$ cat src/rtl/skid_buffer.sv
// skid_buffer: two-entry ready/valid slice with registered in_ready; SKID_BUF_STALL_CTR_EN adds stall_count
module skid_buffer #(
  parameter int DATA_WIDTH = 4
`ifdef SKID_BUF_STALL_CTR_EN
  , parameter int CTR_WIDTH = 8
`endif
) (
  input  logic                  clk,
  input  logic                  rst_aL,
  input  logic                  flush,
  input  logic                  in_valid,
  input  logic [DATA_WIDTH-1:0] in_data,
  output logic                  in_ready,
  output logic                  out_valid,
  output logic [DATA_WIDTH-1:0] out_data,
  input  logic                  out_ready
`ifdef SKID_BUF_STALL_CTR_EN
  , output logic [CTR_WIDTH-1:0] stall_count
`endif
);
  typedef enum logic [1:0] {EMPTY = 2'd0, BUSY = 2'd1, FULL = 2'd2} state_t;
  state_t                state_q, state_d;
  logic [DATA_WIDTH-1:0] main_q, main_d, skid_q, skid_d;
  logic                  in_fire, out_fire;
  assign in_ready  = state_q != FULL;
  assign out_valid = state_q != EMPTY;
  assign out_data  = main_q;
  assign in_fire   = in_valid & in_ready;
  assign out_fire  = out_valid & out_ready;
  // next state and slot contents; empty slots are always forced to zero
  always_comb begin
    state_d = state_q;
    main_d  = main_q;
    skid_d  = skid_q;
    if (flush) begin
      state_d = EMPTY;
      main_d  = '0;
      skid_d  = '0;
    end else begin
      case (state_q)
        EMPTY: if (in_fire) begin
          state_d = BUSY;
          main_d  = in_data;
        end
        BUSY: if (in_fire && out_fire) main_d = in_data;
        else if (in_fire) begin
          state_d = FULL;
          skid_d  = in_data;
        end else if (out_fire) begin
          state_d = EMPTY;
          main_d  = '0;
        end
        FULL: if (out_fire) begin
          state_d = BUSY;
          main_d  = skid_q;
          skid_d  = '0;
        end
        default: begin
          state_d = EMPTY;
          main_d  = '0;
          skid_d  = '0;
        end
      endcase
    end
  end
  // state and slot registers
  always_ff @(posedge clk or negedge rst_aL) begin
    if (!rst_aL) begin
      state_q <= EMPTY;
      main_q  <= '0;
      skid_q  <= '0;
    end else begin
      state_q <= state_d;
      main_q  <= main_d;
      skid_q  <= skid_d;
    end
  end
`ifdef SKID_BUF_STALL_CTR_EN
  logic [CTR_WIDTH-1:0] stall_count_q, stall_count_d;
  assign stall_count = stall_count_q;
  // saturating count of cycles a beat waits on downstream; flush leaves it alone
  always_comb stall_count_d = (out_valid && !out_ready && !(&stall_count_q)) ? stall_count_q + 1'b1 : stall_count_q;
  // stall counter register
  always_ff @(posedge clk or negedge rst_aL) begin
    if (!rst_aL) stall_count_q <= '0;
    else stall_count_q <= stall_count_d;
  end
`endif
endmodule
$ cat config.mk
export PLATFORM = sky130hd
export DESIGN_NAME = skid_buffer
export DESIGN_NICKNAME = d
export VERILOG_FILES = /design/src/rtl/skid_buffer.sv
export SDC_FILE = /design/constraint.sdc
export NUM_CORES = 1
export LEC_CHECK = 0
export BUFFER_PORTS_ARGS = -buffer_cell sky130_fd_sc_hd__buf_2
export CAP_MARGIN = 0
export CELL_PAD_IN_SITES_DETAIL_PLACEMENT = 1
export CELL_PAD_IN_SITES_GLOBAL_PLACEMENT = 1
export CORE_MARGIN = 3
export CORE_UTILIZATION = 37
export CTS_CLUSTER_DIAMETER = 40
export CTS_CLUSTER_SIZE = 14
export DETAILED_ROUTE_END_ITERATION = 10
export PLACE_DENSITY_LB_ADDON = 0.12
export SLEW_MARGIN = 20
export SYNTH_ARGS = -nofsm -noshare
export SYNTH_HDL_FRONTEND = slang
export SYNTH_SLANG_ARGS = --single-unit
$ cat constraint.sdc
create_clock -name clk -period 1.9 [get_ports clk]
set_clock_uncertainty 0.2 [all_clocks]
set_input_delay 0.57 -clock clk [delete_from_list [all_inputs] [get_ports clk]]
set_output_delay 0.57 -clock clk [all_outputs]
set_load 0.1 [all_outputs]
# ---- After elaboration in Yosys (flattened, before gate mapping)
# Index checks and enable logic that the tools add are counted.
dict set report classes {
  n_mux 17
  bitwise 2
  n_eq_ne 11
  reduce_logical 6
}
# cell n
set ops {}
lappend ops {{4-bit 2-to-1 mux} 8}
lappend ops {{4-bit case mux with 3 select lines} 2}
lappend ops {{2-bit 2-to-1 mux} 6}
lappend ops {{3-bit != test, second input constant} 4}
lappend ops {{4-bit != test, second input constant} 3}
lappend ops {{4-bit AND reduction} 3}
lappend ops {{2-bit case mux with 3 select lines} 1}
lappend ops {{2-bit != test, second input constant} 2}
lappend ops {{1-bit AND} 2}
lappend ops {{2-bit by 1-bit equality test with 1-bit output, second input constant} 1}
lappend ops {{2-bit equality test, second input constant} 1}
lappend ops {{2-bit zero test} 1}
lappend ops {{2-bit nonzero test} 1}
lappend ops {{1-bit logical AND} 1}
dict set report totals {
  word_cells 39
  reg_bits 10
  out_inout_bits 6
  in_bits 9
}

# ---- Depth between registers and ports, before layout
dict set report logic_depth {
  depth_word 7
  ltp_mapped 5
  ltp_nobuf 4
}

# ---- Worst setup path after synthesis
# No wires, ideal clock.
dict set report synth_timing {
  path_type {reg2out}
  startpoint {reg state_q[0]}
  endpoint {out in_ready}
  n_path_buf 1
  path_stages_with_launch 3
  setup_slack_ps -166
  arrival_ps 1296
  required_ps 1130
  cell_sequence {dfrtp_1 -> buf_2 -> nand2b_1}
}
dict set report synth_between {
  elab_chain_cells 1
}
# item line
set synth_lines {}
lappend synth_lines {{start: declaration} 22} ;# state_t state_q, state_d;
lappend synth_lines {{start signal: assignment} 73} ;# state_q <= state_d;
lappend synth_lines {{2-bit != test} 25} ;# assign in_ready = state_q != FULL;
lappend synth_lines {{end: declaration} 13} ;# output logic in_ready,
# No other way between the ends.

# ---- Worst setup path in the final report
dict set report layout_timing {
  startpoint {reg state_q[1]}
  endpoint {out out_valid}
}
dict set report layout_between {
  elab_chain_cells 1
}
# item line
set layout_lines {}
lappend layout_lines {{2-bit nonzero test} 26} ;# assign out_valid = state_q != EMPTY;
lappend layout_lines {{end: declaration} 14} ;# output logic out_valid,
# No other way between the ends.

==> impl_metrics.py <==
metrics = {
    "outcome": {
        "status": "complete, no violations",
    },
    "setup_path": {
        "critPathLaunchType": "flop",
        "critPathSlowestCell": "dfrtp_1",
        "required_ps": 1130,
        "crit_cells": 2,
        "r2r_cells": 6,
        "arrival_ps": 1090,
        "path_cells": "or2_4 -> buf_12",
        "cp_top_family": "flip-flops",
        "criticalPathCategory": "reg2out",
        "critPathCaptureType": "primary output",
        "worst_path_largest_cell_delay_ps": 390,
        "cp_max_fo": 2,
        "crit_buf_inv": 1,
    },
    "final_layout": {
        "layout-drive-gt1-share": 0.363,
        "antennaDiodeCount": 0,
        "utilization": 0.563,
        "syn_to_final_growth_pct": 33.5,
        "final_nets": 90,
    },
    "sta": {
        "max_freq_ghz": 0.537,
        "period_share": 0.980,
        "timing.final.ws_setup_ps": 37.4,
        "drv_slew": 0,
        "setup-tns-final_ps": 0,
        "fin_crit_ps": 1860,
        "slew_headroom": 0.679,
        "final-hold-violation-count": 0,
        "hold_ws_ps": 310,
        "rsz0062_at_grt": "true",
        "worst_pin_slew_ps": 485,
        "setup_viol": 0,
    },
    "pwr": {
        "seqPwrFrac": 0.378,
        "power_switching_mw": 0.214,
        "irDropWorstVdd_mv": 0.279,
        "comb_power_share": 0.309,
        "p_sw_frac": 0.345,
        "power_density_mw_per_mm2": 797,
        "internal_power_mw": 0.406,
        "total_power_mw": 0.620,
        "p_leak_nw": 0.375,
        "pwr-share-clk": 0.313,
    },
    "floorplanning": {
        "initial_core_util": 0.422,
        "die_w_um": 45.7,
        "fp.coreArea_mm2": 0.00138,
        "rows": 13,
        "dieArea_mm2": 0.00209,
        "num_io_pins": 15,
        "die_h_um": 45.7,
    },
    "routing": {
        "num_vias": 498,
        "wl_per_cell_um": 13.5,
        "viasPerCell": 5.24,
        "drc": 0,
        "drtPass1Iterations": 2,
        "drtIter0Drc": 2,
        "routed_wl_mm": 1.28,
        "drt.antenna.violating_nets": 0,
    },
    "synth": {
        "synth_top_flop_cell": "dfrtp_1",
        "syn_area_per_cell_um2": 10.1,
        "yosys-top-cells-area": "dfrtp_1 (43%), mux2i_1 (14%), a22o_1 (7.5%)",
        "synth_nets": 67,
        "syn_inst": 58,
        "ys_types": 20,
        "yosys.area.top_type_share": 0.429,
        "yosysMostFrequentCell": "dfrtp_1",
        "yosysWarnings": 0,
        "synth_top_area_cell": "dfrtp_1",
        "seq_area_frac_synth": 0.429,
        "syn_area_um2": 583,
        "async_flop_share": 1.00,
        "synth_edf_count": 0,
        "synth_commonest_cells": "dfrtp_1 (10), mux2i_1 (8), nand2_1 (6), nor2_1 (6), a22o_1 (5)",
        "ys_seq_elements": 10,
    },
    "global_routing": {
        "grt-ovfl-total": 0,
        "grt_pass1_vias": 497,
        "grt_first_pass_wirelength_mm": 2.24,
        "grt_start_max_net_pins": 11,
        "antenna_found_initial": 0,
        "grt_usage": 0.156,
    },
    "clock_network": {
        "clk_latency_ps": 270,
        "numClockSinks": 10,
        "htree_levels": 1,
        "clockBufferDepth": 2,
        "cts_tree": "done",
        "clkTransAtPathRegs_ps": 70,
        "cts_root_buf": "clkbuf_4",
        "cts_buffers": 3,
    },
    "place": {
        "globalplace.congestion": 0.714,
        "portBuffers": 14,
        "pre_cts_slack_ps": 140,
        "dp_hpwl_mm": 1.04,
    },
    "min_path": {
        "hp-class": "reg2reg",
        "min_path_cells": 1,
    },
    "flow_run": {
        "drv_cap": 0,
    },
}
-- timing repair --
action,in CTS,in global routing
endpoints found under the hold margin,10,0
cloned,0,0
setup endpoints to repair,1,2
hold buffers,1,0
pin swaps,0,1
gates resized for setup,2,0
setup buffers,1,2
-- final cells by class --
class,instances,area [um2]
Clock buffer,4,36.3
Fill cell,173,604
Inverter,4,15.0
Multi-Input combinational cell,42,307
Sequential cell,10,250
Tap cell,15,18.8
Timing Repair Buffer,20,151
-- worst reg2reg max path: cells and delay by family, from the launching register on --
kind	cells	cell delay [ps]
AND/OR/NAND/NOR	1	210
AO/OA/AOI/OAI	1	170
buffers and inverters	3	420
multiplexers	1	230
flip-flops	1	390
-- sequential cells by signal, summed over array words and instances, names as in the netlist --
register,cells
out_data,4
skid_q,4
state_q,2
-- metrics by stage --
step	instances	cell area, um2
after floorplan	58	586
after global placement	87	703
after detailed placement	87	703
after CTS	93	763
after global routing	95	778
final	95	778
-- path summary, 6_finish.rpt --
| path | start | to | slack [ps] |
|---|---|---|---|
| max | state_q[1]$_DFFE_PN0P_ | out_valid | 40 |
| min | out_data[0]$_DFFE_PN0P_ | out_data[0]$_DFFE_PN0P_ | 310 |
| max reg2reg | state_q[1]$_DFFE_PN0P_ | skid_q[2]$_DFFE_PN0P_ | 180 |
| min reg2reg | out_data[0]$_DFFE_PN0P_ | out_data[0]$_DFFE_PN0P_ | 310 |
| max in group asynchronous | rst_aL | skid_q[2]$_DFFE_PN0P_ | 820 |
| min in group asynchronous | rst_aL | state_q[1]$_DFFE_PN0P_ | 480 |
-- layer usage --
layer / up-vias / share of wire / track usage
met5: - / 0 / 0
met4: 0 / 0.015 / 0.0852
met3: 4 / 0.059 / 0.0474
met2: 14 / 0.45 / 0.237
met1: 229 / 0.48 / 0.196
li1: 251 / - / -
-- cell families after synthesis --
group / synth area share
muxes: 0.161
buffers and inverters: 0.0536
DFF: 0.429
and+or+nand+nor: 0.170
AOI/OAI and AO/OA: 0.187
-- cell usage in the layout (no fill, tap or decap), drive strengths merged --
cell type    netlist  final
or3b               1      1
dfrtp             10     10
a22o               5      5
clkbuf             0      4
and2b              1      1
o22a               1      1
o2bb2ai            4      4
nand2              6      6
or2                1      1
a21boi             1      1
a21oi              1      1
buf                2     19
nor2b              2      2
mux2i              9      9
nand2b             1      1
inv                4      4
a2bb2oi            1      1
nor2               8      8
dlygate4sd3        0      1
-- power groups by stage --
stage / Combinational, mW / Sequential [mW] / Clock, mW
after floorplan: 0.0817 / 0.289 / 0
after global routing: 0.206 / 0.236 / 0.217
after CTS: 0.192 / 0.235 / 0.198
final: 0.192 / 0.234 / 0.194
after global placement: 0.183 / 0.238 / 0
after detailed placement: 0.185 / 0.239 / 0
Power figures use the tool's default switching activity.
